[config.mk]
export PLATFORM = sky130hd
export DESIGN_NAME = onehot_decoder_seq
export DESIGN_NICKNAME = d
export VERILOG_FILES = /design/src/rtl/onehot_decoder_pkg.sv /design/src/rtl/decoder_2to4_comb.sv /design/src/rtl/onehot_decoder_seq.sv
export SDC_FILE = /design/constraint.sdc
export NUM_CORES = 1
export LEC_CHECK = 0
export BUFFER_PORTS_ARGS = -buffer_cell sky130_fd_sc_hd__buf_2
export CAP_MARGIN = 20
export CORE_UTILIZATION = 45
export DETAILED_ROUTE_END_ITERATION = 6
export GPL_TIMING_DRIVEN = 0
export PLACE_DENSITY = 0.63
export SETUP_SLACK_MARGIN = 0.15
export SYNTH_ARGS = -nofsm -noshare
export SYNTH_HDL_FRONTEND = slang
export SYNTH_SLANG_ARGS = --single-unit
[constraint.sdc]
create_clock -name clk -period 3.75 [get_ports clk]
set_input_delay 0.1875 -clock clk [delete_from_list [all_inputs] [get_ports clk]]
set_output_delay 0.1875 -clock clk [all_outputs]
set_load 0.01 [all_outputs]
[src/rtl/onehot_decoder_pkg.sv]
`default_nettype none
// ============================================================================
// Module      : onehot_decoder_pkg
// Description : Shared types and constants for the registered one-hot decoder
// Revision    : 1.0 - initial release
// ============================================================================
package onehot_decoder_pkg;

    // Width of the per-slot hold counter (HOLD_CYCLES up to 255)
    localparam int DEC_CNT_W = 8;

    // Value driven on y whenever no code or scan slot is active
    localparam logic [3:0] DEC_IDLE_Y = 4'b0000;

    // Controller states
    typedef enum logic [1:0] {
        IDLE = 2'd0,
        HOLD = 2'd1,
        SCAN = 2'd2
    } dec_state_t;

endpackage : onehot_decoder_pkg
`default_nettype wire

[src/rtl/decoder_2to4_comb.sv]
`default_nettype none
// ============================================================================
// Module      : decoder_2to4_comb
// Description : Pure combinational 2-bit code to 4-bit one-hot table
// Revision    : 1.0 - initial release
// ============================================================================
module decoder_2to4_comb (
    input  logic [1:0] code,
    output logic [3:0] onehot
);

    // Table lookup; every code maps to exactly one asserted line
    always_comb begin
        onehot = 4'b0000;
        case (code)
            2'd0:    onehot = 4'b0001;
            2'd1:    onehot = 4'b0010;
            2'd2:    onehot = 4'b0100;
            default: onehot = 4'b1000;
        endcase
    end

endmodule : decoder_2to4_comb
`default_nettype wire

[src/rtl/onehot_decoder_seq.sv]
`default_nettype none
// ============================================================================
// Module      : onehot_decoder_seq
// Description : Registered 2-to-4 one-hot decoder with valid/ready accept,
//               per-code hold timing and a free-running scan mode
// Revision    : 1.0 - initial release
// ============================================================================
module onehot_decoder_seq
    import onehot_decoder_pkg::*;
#(
    parameter int HOLD_CYCLES = 4
) (
    input  logic       clk,
    input  logic       rst_n,
    input  logic       in_valid,
    output logic       in_ready,
    input  logic [1:0] in_code,
    input  logic       scan_en,
    output logic [3:0] y,
    output logic       busy,
    output logic       done
);

    localparam logic [DEC_CNT_W-1:0] C_RELOAD = DEC_CNT_W'(HOLD_CYCLES - 1);

    dec_state_t           r_state;
    dec_state_t           w_state_nxt;
    logic [DEC_CNT_W-1:0] r_cnt;
    logic [DEC_CNT_W-1:0] w_cnt_nxt;
    logic [3:0]           r_y;
    logic [3:0]           w_y_nxt;
    logic                 r_done;
    logic                 w_done_nxt;
    logic [3:0]           w_decoded;
    logic                 w_accept;

    decoder_2to4_comb u_dec (
        .code   (in_code),
        .onehot (w_decoded)
    );

    // Ready only from a settled IDLE, never while scan is requested or in reset
    assign in_ready = (r_state == IDLE) & ~scan_en & rst_n;
    assign w_accept = in_valid & in_ready;

    assign y    = r_y;
    assign done = r_done;
    assign busy = (r_state != IDLE);

    // Next-state, counter and output-register decisions
    always_comb begin
        w_state_nxt = r_state;
        w_cnt_nxt   = r_cnt;
        w_y_nxt     = r_y;
        w_done_nxt  = 1'b0;
        case (r_state)
            IDLE: begin
                if (w_accept) begin
                    w_y_nxt     = w_decoded;
                    w_cnt_nxt   = C_RELOAD;
                    w_state_nxt = HOLD;
                end else if (scan_en) begin
                    w_y_nxt     = 4'b0001;
                    w_cnt_nxt   = C_RELOAD;
                    w_state_nxt = SCAN;
                end
            end
            HOLD: begin
                if (r_cnt != '0) begin
                    w_cnt_nxt = r_cnt - 1'b1;
                end else begin
                    w_y_nxt     = DEC_IDLE_Y;
                    w_done_nxt  = 1'b1;
                    w_state_nxt = IDLE;
                end
            end
            SCAN: begin
                // scan_en is only looked at on slot boundaries so slots are never cut short
                if (r_cnt != '0) begin
                    w_cnt_nxt = r_cnt - 1'b1;
                end else if (scan_en) begin
                    w_y_nxt   = {r_y[2:0], r_y[3]};
                    w_cnt_nxt = C_RELOAD;
                end else begin
                    w_y_nxt     = DEC_IDLE_Y;
                    w_state_nxt = IDLE;
                end
            end
            default: begin
                w_y_nxt     = DEC_IDLE_Y;
                w_cnt_nxt   = '0;
                w_state_nxt = IDLE;
            end
        endcase
    end

    // State, counter and output registers with synchronous active-low reset
    always_ff @(posedge clk) begin
        if (!rst_n) begin
            r_state <= IDLE;
            r_cnt   <= '0;
            r_y     <= DEC_IDLE_Y;
            r_done  <= 1'b0;
        end else begin
            r_state <= w_state_nxt;
            r_cnt   <= w_cnt_nxt;
            r_y     <= w_y_nxt;
            r_done  <= w_done_nxt;
        end
    end

endmodule : onehot_decoder_seq
`default_nettype wire

==> flow_summary.json <==
{
  "dieHeight_microns": 47.02,
  "utilization": 0.5656,
  "slew_headroom": 0.5290,
  "rsz0062_at_grt": "false",
  "finalWirelength_microns": 2067,
  "critical_path_class": "reg2reg",
  "hold_violations": 0,
  "antenna_cells": 0,
  "cts_hold_buf": 0,
  "clock_sinks": 15,
  "crit_fanout": 7,
  "clockPowerShare": 0.177,
  "ys_seq_elements": 15,
  "cts_made_buffers": 3,
  "grt_pass1_wl_microns": 3353,
  "grt_overflow": 0,
  "setup_viol": 0,
  "cts_tree": "built",
  "cp.required_ns": 3.97,
  "skew_ns": 0.003069,
  "seq_area_frac_synth": 0.3292,
  "tns_ns": 0,
  "p_per_area_mw_per_mm2": 531.2,
  "p_leak_nw": 0.4027,
  "gp_congestion": 0.8512,
  "synthFlopType": "dfxtp_1",
  "crit_arrival_ns": 2.23,
  "p_sw_frac": 0.4144,
  "path_clk_slew_ns": 0.09,
  "area_delta_synth_final_pct": 12.89,
  "clock_path_buffers": 2,
  "synthDistinctLibCells": 46,
  "first_pass_iters": 4,
  "antenna_left": 0,
  "dp_hpwl_microns": 1533,
  "synth.area.top_cells": "dfxtp_1, o2bb2ai_1, a211oi_1",
  "wire_per_inst_microns": 14.56,
  "maxCapViolCount": 0,
  "m1WireLength_microns": 1033,
  "die_w_microns": 47.02,
  "fillers": 189,
  "initial_core_util": 0.5010,
  "row_count": 15,
  "total_power_mw": 0.5470,
  "avgSynthCellArea_sq_um": 9.031,
  "synth_top_area_share": 0.3292,
  "syn_area_sq_um": 912.1,
  "path_cells": "inv_1 -> ha_1 -> nor4b_2 -> nand2_2 -> a21oi_4 -> o311ai_1 -> o2bb2ai_1",
  "p_comb_frac": 0.448,
  "synth_nets": 109,
  "hold_path.class": "in2reg",
  "grt_start_max_net_pins": 11,
  "fin_crit_sh": 0.5340,
  "clk_latency_ns": 0.29,
  "grtUsageTotal": 0.2198,
  "vias": 858,
  "wl_met3_microns": 68,
  "post_cts.repair.setup_buffers": 0,
  "synth_top_area_cell": "dfxtp_1",
  "io_pins": 13,
  "vdd.ir_drop.worst_v": 0.0002973,
  "top_layer_used": "met4",
  "p_seq_frac": 0.375,
  "p_switching_mw": 0.2267,
  "synth_edf_count": 0,
  "status": "complete, no violations",
  "drc": 0,
  "grt_pass1_vias": 745,
  "h-tree-depth": 1,
  "drt-initial-drc-count": 11,
  "cts_root_buf": "clkbuf_4",
  "final.min_clock_period_ns": 2.003,
  "drive_gt1_frac": 0.2479,
  "max_stage_delay_ns": 0.37,
  "tightest_slew_ns": 0.7042,
  "core_area_sq_mm": 0.001821,
  "end_kind": "flop",
  "synthArstFlopShare": 0,
  "nets": 126,
  "port-buffer-count": 12,
  "slew_viol_final": 0,
  "routed_via_density": 6.042,
  "critPathLaunchType": "flop",
  "met2WireLength_microns": 918,
  "synthCells": 101,
  "cts_resized": 0,
  "p_int_mw": 0.3203,
  "yosysWarnings": 0,
  "slowest_stage": "nor4b_2",
  "fmaxAchievable_mhz": 499.4,
  "antenna_found_initial": 0,
  "dieArea_sq_mm": 0.002211
}
## metrics by stage
step | area, sq um | hold WS, ns | setup slack, ns | instances
2_1_floorplan | 912.1 | 0.3726 | 1.994 | 101
3_3_place_gp | 1003 | 0.4684 | 1.798 | 138
3_5_place_dp | 1003 | 0.4773 | 1.782 | 138
4_1_cts | 1030 | 0.2268 | 1.742 | 142
5_1_grt | 1030 | 0.2549 | 1.562 | 142
6_report | 1030 | 0.2479 | 1.747 | 142
## registers in the layout (all words and copies together) (netlist names)
| register | count |
|---|---|
| y | 4 |
| done | 1 |
| r_state | 2 |
| r_cnt | 8 |
## cell type report
type,instances,area [sq um],area share
sequential,15,300.3,0.2916
multi-input combinational,75,563.0,0.5468
buffer,4,22.52,0.02187
inverter,7,26.28,0.02552
timing repair buffer,12,60.06,0.05832
tap,25,31.28,0.03038
clock buffer,4,26.28,0.02552
## cells by family (layout without fill, tap and decap cells)
group / Yosys count / count (layout) / synth area share
AO/OA/AOI/OAI: 40 / 40 / 0.3608
XOR/XNOR: 1 / 1 / 0.009604
adder cells (fa/ha/maj): 2 / 2 / 0.02743
buffers and inverters: 11 / 27 / 0.05349
flip-flops: 15 / 15 / 0.3292
AND/OR/NAND/NOR: 32 / 32 / 0.2195
## layer usage
layer,track usage,vias to the layer above
met5,0,-
met4,0.1029,0
met3,0.03462,5
met2,0.3278,22
met1,0.3093,400
li1,-,431
## critical path: cells and delay by family, from the launching register on
kind	cells	cell delay, ns
simple gates	2	0.58
flops	1	0.35
buf+inv	1	0.13
compound gates	3	0.70
fa+ha+maj	1	0.18
## cell usage in the layout (no fill, tap or decap), types with 2 or more instances in the layout
| cell type | instances |
|---|---|
| o2bb2ai_1 | 6 |
| ha_1 | 2 |
| nand4_1 | 2 |
| a21oi_1 | 4 |
| nor3b_1 | 4 |
| a21o_1 | 2 |
| a22oi_1 | 2 |
| a31oi_1 | 2 |
| a211oi_1 | 4 |
| nand2_1 | 3 |
| a32oi_1 | 3 |
| dfxtp_1 | 15 |
| nor2_1 | 7 |
| nor4_1 | 2 |
| inv_1 | 6 |
| o21ai_1 | 4 |
| nor3_1 | 3 |
| clkbuf_4 | 3 |
| buf_2 | 12 |
| clkbuf_1 | 3 |
## cells in the mapped netlist (2+ instances only)
cell type / number
a211oi_1: 4
a21o_1: 2
a21oi_1: 4
a22oi_1: 2
a31oi_1: 2
a32oi_1: 3
clkbuf_1: 2
dfxtp_1: 15
ha_1: 2
inv_1: 6
nand2_1: 3
nand4_1: 2
nor2_1: 7
nor3_1: 3
nor3b_1: 4
nor4_1: 2
o21ai_1: 4
o2bb2ai_1: 6
## power groups by stage
stage | sequential (mW) | clock, mW | combinational, mW
6_report | 0.205 | 0.0967 | 0.245
5_1_grt | 0.210 | 0.107 | 0.273
4_1_cts | 0.205 | 0.100 | 0.244
3_5_place_dp | 0.208 | 0 | 0.243
3_3_place_gp | 0.208 | 0 | 0.240
2_1_floorplan | 0.204 | 0 | 0.193
## path summary, 6_finish.rpt
check / end / slack (ns) / depth (start not counted) / startpoint
worst min register to register: y[2] / 0.50 / 1 / y[2]
worst max-delay path: y[3] / 1.75 / 7 / r_cnt[0]
worst min-delay path: y[2] / 0.25 / 3 / in_code[1]
worst max register to register: y[3] / 1.75 / 7 / r_cnt[0]
(Power assumes the default switching activity.)
